--- config.mk ---
export PLATFORM = sky130hd
export DESIGN_NAME = seq_detector_param
export DESIGN_NICKNAME = d
export VERILOG_FILES = /design/src/rtl/seq_detector_param.sv
export SDC_FILE = /design/constraint.sdc
export NUM_CORES = 1
export LEC_CHECK = 0
export CELL_PAD_IN_SITES_DETAIL_PLACEMENT = 1
export CELL_PAD_IN_SITES_GLOBAL_PLACEMENT = 1
export CORE_MARGIN = 2
export CORE_UTILIZATION = 35
export CTS_CLUSTER_SIZE = 10
export DETAILED_ROUTE_END_ITERATION = 8
export PLACE_DENSITY = 0.69
export SYNTH_ARGS = -nofsm -noshare
export SYNTH_HDL_FRONTEND = slang
export SYNTH_SLANG_ARGS = --single-unit
--- constraint.sdc ---
create_clock -name clock_i -period 4.32 [get_ports clock_i]
set_clock_uncertainty 0.15 [all_clocks]
set_input_delay 0.432 -clock clock_i [delete_from_list [all_inputs] [get_ports clock_i]]
set_output_delay 0.432 -clock clock_i [all_outputs]
set_load 0.01 [all_outputs]
--- src/rtl/seq_detector_param.sv ---
// Runtime-programmable serial pattern detector with overlap control and a
// saturating match counter; drop-in replacement for the fixed-pattern detector.
module seq_detector_param #(
  parameter int MAX_LEN = 8,
  parameter int LEN_W   = $clog2(MAX_LEN + 1),
  parameter int CNT_W   = 8
) (
  input  logic               clock_i,
  input  logic               sreset_ni,
  input  logic               in_i,
  input  logic               valid_i,
  input  logic               cfg_load_i,
  input  logic [MAX_LEN-1:0] pattern_i,
  input  logic [LEN_W-1:0]   len_i,
  input  logic               overlap_i,
  input  logic               cnt_clr_i,
  output logic               out_o,
  output logic [CNT_W-1:0]   match_cnt_o
);

  localparam logic [LEN_W-1:0] MAX_LEN_L = LEN_W'(MAX_LEN);
  localparam logic [CNT_W-1:0] CNT_MAX   = '1;

  // Only MAX_LEN-1 past bits are stored: together with the incoming bit they
  // form the full MAX_LEN-bit window, and the oldest bit is never compared.
  logic [MAX_LEN-2:0] hist_q;
  logic [LEN_W-1:0]   fill_q;
  logic [MAX_LEN-1:0] pat_q;
  logic [LEN_W-1:0]   len_q;
  logic               ovl_q;
  logic               out_q;
  logic [CNT_W-1:0]   cnt_q;

  logic [MAX_LEN-1:0] hist_shift;
  logic [MAX_LEN-1:0] len_mask;
  logic [LEN_W-1:0]   fill_inc;
  logic [LEN_W-1:0]   len_clamped;
  logic               accept;
  logic               match;

  always_comb begin
    hist_shift  = {hist_q, in_i};
    fill_inc    = (fill_q >= MAX_LEN_L) ? MAX_LEN_L : fill_q + 1'b1;
    len_clamped = (len_i > MAX_LEN_L) ? MAX_LEN_L : len_i;
    for (int i = 0; i < MAX_LEN; i++) begin
      len_mask[i] = (LEN_W'(i) < len_q);
    end
    accept = valid_i && !cfg_load_i;
    match  = accept && (len_q != '0) && (fill_inc >= len_q) &&
             ((hist_shift & len_mask) == (pat_q & len_mask));
  end

  // NOTE: sequential state uses non-blocking assignments so every register
  // samples pre-edge values regardless of statement order.
  always_ff @(posedge clock_i) begin
    if (!sreset_ni) begin
      hist_q <= '0;
      fill_q <= '0;
      pat_q  <= '0;
      len_q  <= '0;
      ovl_q  <= 1'b0;
      out_q  <= 1'b0;
      cnt_q  <= '0;
    end else begin
      out_q <= match;

      // Clear has priority over a coincident match increment.
      if (cnt_clr_i) begin
        cnt_q <= '0;
      end else if (match && (cnt_q != CNT_MAX)) begin
        cnt_q <= cnt_q + 1'b1;
      end

      if (cfg_load_i) begin
        pat_q  <= pattern_i;
        len_q  <= len_clamped;
        ovl_q  <= overlap_i;
        hist_q <= '0;
        fill_q <= '0;
      end else if (valid_i) begin
        hist_q <= hist_shift[MAX_LEN-2:0];
        fill_q <= (match && !ovl_q) ? '0 : fill_inc;
      end
    end
  end

  assign out_o       = out_q;
  assign match_cnt_o = cnt_q;

endmodule

### Word-level counts from Yosys, hierarchy flattened

Index checks and enable logic that the tools add are counted.

* flip-flop bits (word level): 33
* input port bits: 19
* output and inout bits: 9
* logic and storage cells: 39

* $add $sub $neg: 2
* order comparisons: 11
* equal/unequal tests: 2
* multiplexer cells: 3
* bitwise operators: 3
* reduce and logical (&&, ||, !) cells: 11

Operator list (number)
* 8-bit bitwise AND: 2
* 3-bit by 4-bit < comparator with 1-bit output (first input constant): 4
* 4-bit two-way mux: 3
* 8-bit by 1-bit adder with 8-bit output (second input constant): 1
* 8-bit == test: 1
* 1-bit by 4-bit < comparator with 1-bit output (first input constant): 2
* 2-bit by 4-bit < comparator with 1-bit output (first input constant): 2
* 8-bit inequality test (second input constant): 1
* 1-bit logical AND: 6
* 4-bit by 1-bit adder with 4-bit output (second input constant): 1
* 4-bit >= comparator: 1
* 4-bit >= comparator (second input constant): 1
* 4-bit > comparator (second input constant): 1
* 4-bit nonzero test: 1
* 2-bit OR reduction: 2
* 1-bit logical NOT: 2
* 1-bit inverter: 1

### Depth between registers and ports, before layout

* depth in word-level cells: 7
* mapped depth: 10
* depth with buffers taken out: 9

### Worst setup path after synthesis

Ideal clock, no wire load.

* path kind: flip-flop to flip-flop
* start: register fill_q[0]
* end: register cnt_q[3] (netlist: match_cnt_o[3])
* setup time: 101 ps
* arrival: 2021 ps
* data required time: 4069 ps
* path slack: 2048 ps
* stages on the path, launching flop included: 11
* buffers on the path: 1
* period minus slack after synthesis: 2272 ps
* cell sequence: dfxtp_1 > inv_1 > ha_1 > nand2b_1 > inv_1 > ha_1 > a211oi_1 > o21ba_2 > clkbuf_1 > o311ai_0 > o41ai_1

* cells in the longest elaborated chain, start to end: 6
* elaborated cells between the ends (all ways): 7
* those cells by class: add/sub (1); order compare (2); mux (1); reduce/logical (3)

RTL lines
* start: declaration: RTL line 27 `logic [LEN_W-1:0] fill_q;`
* start signal: assignment: RTL line 82 `fill_q <= (match && !ovl_q) ? '0 : fill_inc;`
* 4-bit by 1-bit adder with 4-bit output or 4-bit >= comparator (tied branches): RTL line 43 `fill_inc = (fill_q >= MAX_LEN_L) ? MAX_LEN_L : fill_q + 1'b1;`
* 4-bit two-way mux *: RTL line 43
* 4-bit >= comparator *: RTL line 49 `match = accept && (len_q != '0) && (fill_inc >= len_q) &&`
* 1-bit logical AND * (2 in a row): RTL line 49
* 1-bit logical AND *: RTL line 70 `end else if (match && (cnt_q != CNT_MAX)) begin`
* end signal: assignment: RTL line 71 `cnt_q <= cnt_q + 1'b1;`
* end: declaration: RTL line 32 `logic [CNT_W-1:0] cnt_q;`

Every way passes the cells marked *; elsewhere a longest branch is shown, timed or not.
A chain may end at the register's enable or synchronous reset.

### Final worst setup path

* start: register len_q[3]
* end: register fill_q[0]

* cells in the longest elaborated chain, start to end: 6
* elaborated cells between the ends (all ways): 18
* those cells by class: order compare (9); eq/ne (1); mux (1); bitwise (2); reduce/logical (5)

RTL lines
* start: declaration: RTL line 29 `logic [LEN_W-1:0] len_q;`
* start signal: assignment: RTL line 76 `len_q <= len_clamped;`
* 1-bit by 4-bit < comparator with 1-bit output (tied with other cells): RTL line 46 `len_mask[i] = (LEN_W'(i) < len_q);`
* 8-bit bitwise AND or 1-bit logical AND (tied branches): RTL line 50, 49
* 8-bit == test or 1-bit logical AND (tied branches): RTL line 50, 49
* 1-bit logical AND *: RTL line 49
* 1-bit logical AND *: RTL line 82
* 4-bit two-way mux *: RTL line 82

Marks and branches as above.

==> flow_summary.yaml <==
cts:
  clockBufferDepth: 2
  cts_made_buffers: 5
  cts-root-buf: "clkbuf_8"
  cts_tree: "yes"
  cts_htree_levels: 2
  clkTransAtPathRegs_ns: 0.06
  cts_resized: 0
  clock_latency_ns: 0.29
  post_cts_buffers: 0
  ctsHoldBuffers: 0
  clock-sinks: 33
global_routing:
  grt_overflow: 0
  use_met2: 0.285
  met3_usage: 0.0398
  antenna_found_initial: 0
  gr-usage-all-layers: 0.169
  grt_pass1_vias: 1459
  gr-max-usage-layer: "met2"
  grt_pass1_wl_um: 6920
  use_met1: 0.197
  grt_max_degree: 18
drt:
  remaining_drc_errors: 0
  post_drt_wl_per_cell_um: 14.3
  vias: 1431
  antenna_left: 0
  firstDrtPassIters: 4
  routed_wl_um: 4000
  dr.first_iter.drc_count: 61
  viasPerCell: 5.13
synthesis:
  ys_warn_count: 0
  syn_nets: 210
  synthArstFlopShare: 0
  ys_ff_latch: 33
  ys_seq_area_frac: 0.386
  syn_area_per_cell_um2: 9.30
  synth_edf_count: 0
  synth_ff_type: "dfxtp_1"
  syn_inst: 184
  synth_area_mm2: 0.00171
  yosysUniqueCellTypes: 45
status:
  outcome: "complete, no violations"
die:
  core_mm2: 0.00472
  dieArea_mm2: 0.00546
  rows: 25
  initial_core_util: 0.362
  fp.dieH_um: 73.9
  ios: 28
  die_w_um: 73.9
placement:
  dpl_cell_area_mm2: 0.00203
  dp_cells: 271
  gp_congestion: 0.785
  dpl.hpwl_um: 3070
  port-buffer-count: 27
layout:
  final_cell_area_mm2: 0.00212
  final_common_cell: "dfxtp_1"
  final_nets: 237
  diodes: 0
  layout-drive-gt1-share: 0.0708
  layout.cells.non_filler: 279
  postLayoutCoreUtil: 0.448
  synthToLayoutAreaGrowth_pct: 23.7
  seqCellArea_um2: 661
  multiInputGateArea_um2: 973
  nFillCells: 547
  final_cell_mix: "dfxtp_1, clkdlybuf4s50_1, mux2i_1"
setup_path:
  worstPathCellList: "or4b_1 > a221oi_2 > o2111ai_2 > o311ai_1 > o21ai_0"
  critPathLaunchType: "flip-flop"
  crit_type: "flip-flop to flip-flop"
  critPathTopFamily: "compound AO/OA/AOI/OAI gates"
  worst_path_max_delay_cell: "o311ai_1"
  cp.arrival_ns: 2.74
  worst-path-buf-inv: 0
  cp-end-kind: "flip-flop"
  cp_max_fo: 14
  max_stage_delay_ns: 0.64
  required_ns: 4.32
power_and_ir_drop:
  ir_drop_mv: 0.153
  totalPowerFinal_mw: 0.621
  p_leak_nw: 0.833
  cellPowerDensity_mw_per_mm2: 294
sta:
  slew_violations: 0
  fin_crit_sh: 0.635
  worst_pin_slew_ns: 0.621
  finalSetupTns_ns: 0
  fmax_mhz: 364
  rsz0062_at_grt: "false"
  relSlewSlack: 0.586
  period_needed_ns: 2.75
  setup_viol: 0
  hold_violations: 0
run:
  maxCapViolCount: 0
min_path:
  hold_path_class: "flip-flop to flip-flop"
power breakdown:
group | internal [mW] | total, mW | switching [mW]
Combinational | 0.0397 | 0.0781 | 0.0384
Clock | 0.111 | 0.223 | 0.112
Sequential | 0.312 | 0.320 | 0.00791
registers in the layout (all words and copies together) (netlist names):
| signal | flops |
|---|---|
| fill_q | 4 |
| hist_q | 7 |
| len_q | 4 |
| match_cnt_o | 8 |
| out_o | 1 |
| ovl_q | 1 |
| pat_q | 8 |
cells by family after synthesis:
kind of cell,count (synthesis),synth area share
flip-flops,33,0.386
AND/OR/NAND/NOR,65,0.212
buffers and inverters,18,0.0446
AO/OA/AOI/OAI,34,0.154
multiplexers,18,0.105
XOR/XNOR,9,0.0461
adder cells (fa/ha/maj),7,0.0512
layer usage:
metal / part of all wire / vias to the layer above / wire (um)
met5: 0 / - / 0
met2: 0.50 / 23 / 2000
met4: 0.020 / 0 / 79
li1: - / 715 / -
met3: 0.038 / 7 / 150
met1: 0.44 / 686 / 1760
synth_stat cells, types with 2 or more instances:
master     n  share of area
inv_1     10          0.022
and2_1     3          0.011
ha_1       7          0.051
nor2b_1   12          0.044
o311ai_0   2          0.010
o41ai_1    3          0.015
and3_1     4          0.015
nand4_1    3          0.011
dfxtp_1   33           0.39
nor2_1    12          0.026
xor2_1     5          0.026
mux2i_1   18           0.11
nand2b_1   6          0.022
a21oi_1    5          0.015
clkbuf_1   5          0.011
o22ai_1    2         0.0073
xnor2_1    4          0.020
o31ai_1    5          0.022
o21ai_0    4          0.012
a31oi_1    2         0.0073
or4_1      3          0.013
nand2_1   13          0.029
tightest hold or removal path, delay by kind of cell, from the launching register on:
| kind | cells | cell delay, ns |
|---|---|---|
| compound gates | 1 | 0.06 |
| flops | 1 | 0.33 |
| simple gates | 1 | 0.06 |
worst paths after layout:
kind	startpoint	to	slack [ns]	cells past startpoint
setup / recovery	len_q[3]	fill_q[0]	1.57	5
hold / removal	fill_q[2]	fill_q[2]	0.35	2
setup reg to reg	len_q[3]	fill_q[0]	1.57	5
hold reg to reg	fill_q[2]	fill_q[2]	0.35	2
stage by stage:
stage | setup slack, ns | hold WS, ns
global placement | 1.48 | 0.324
finish | 1.57 | 0.352
CTS | 1.57 | 0.360
detailed placement | 1.34 | 0.351
floorplan | 2.05 | 0.313
global route | 1.29 | 0.388
final cells by class:
cell class | instances | share of cell area
Sequential cell | 33 | 0.312
Clock buffer | 6 | 0.0343
Timing Repair Buffer | 28 | 0.131
Inverter | 10 | 0.0177
Clock inverter | 2 | 0.00473
Multi-Input combinational cell | 133 | 0.460
Tap cell | 67 | 0.0396
Note: power is estimated with default switching activity, not from simulation.
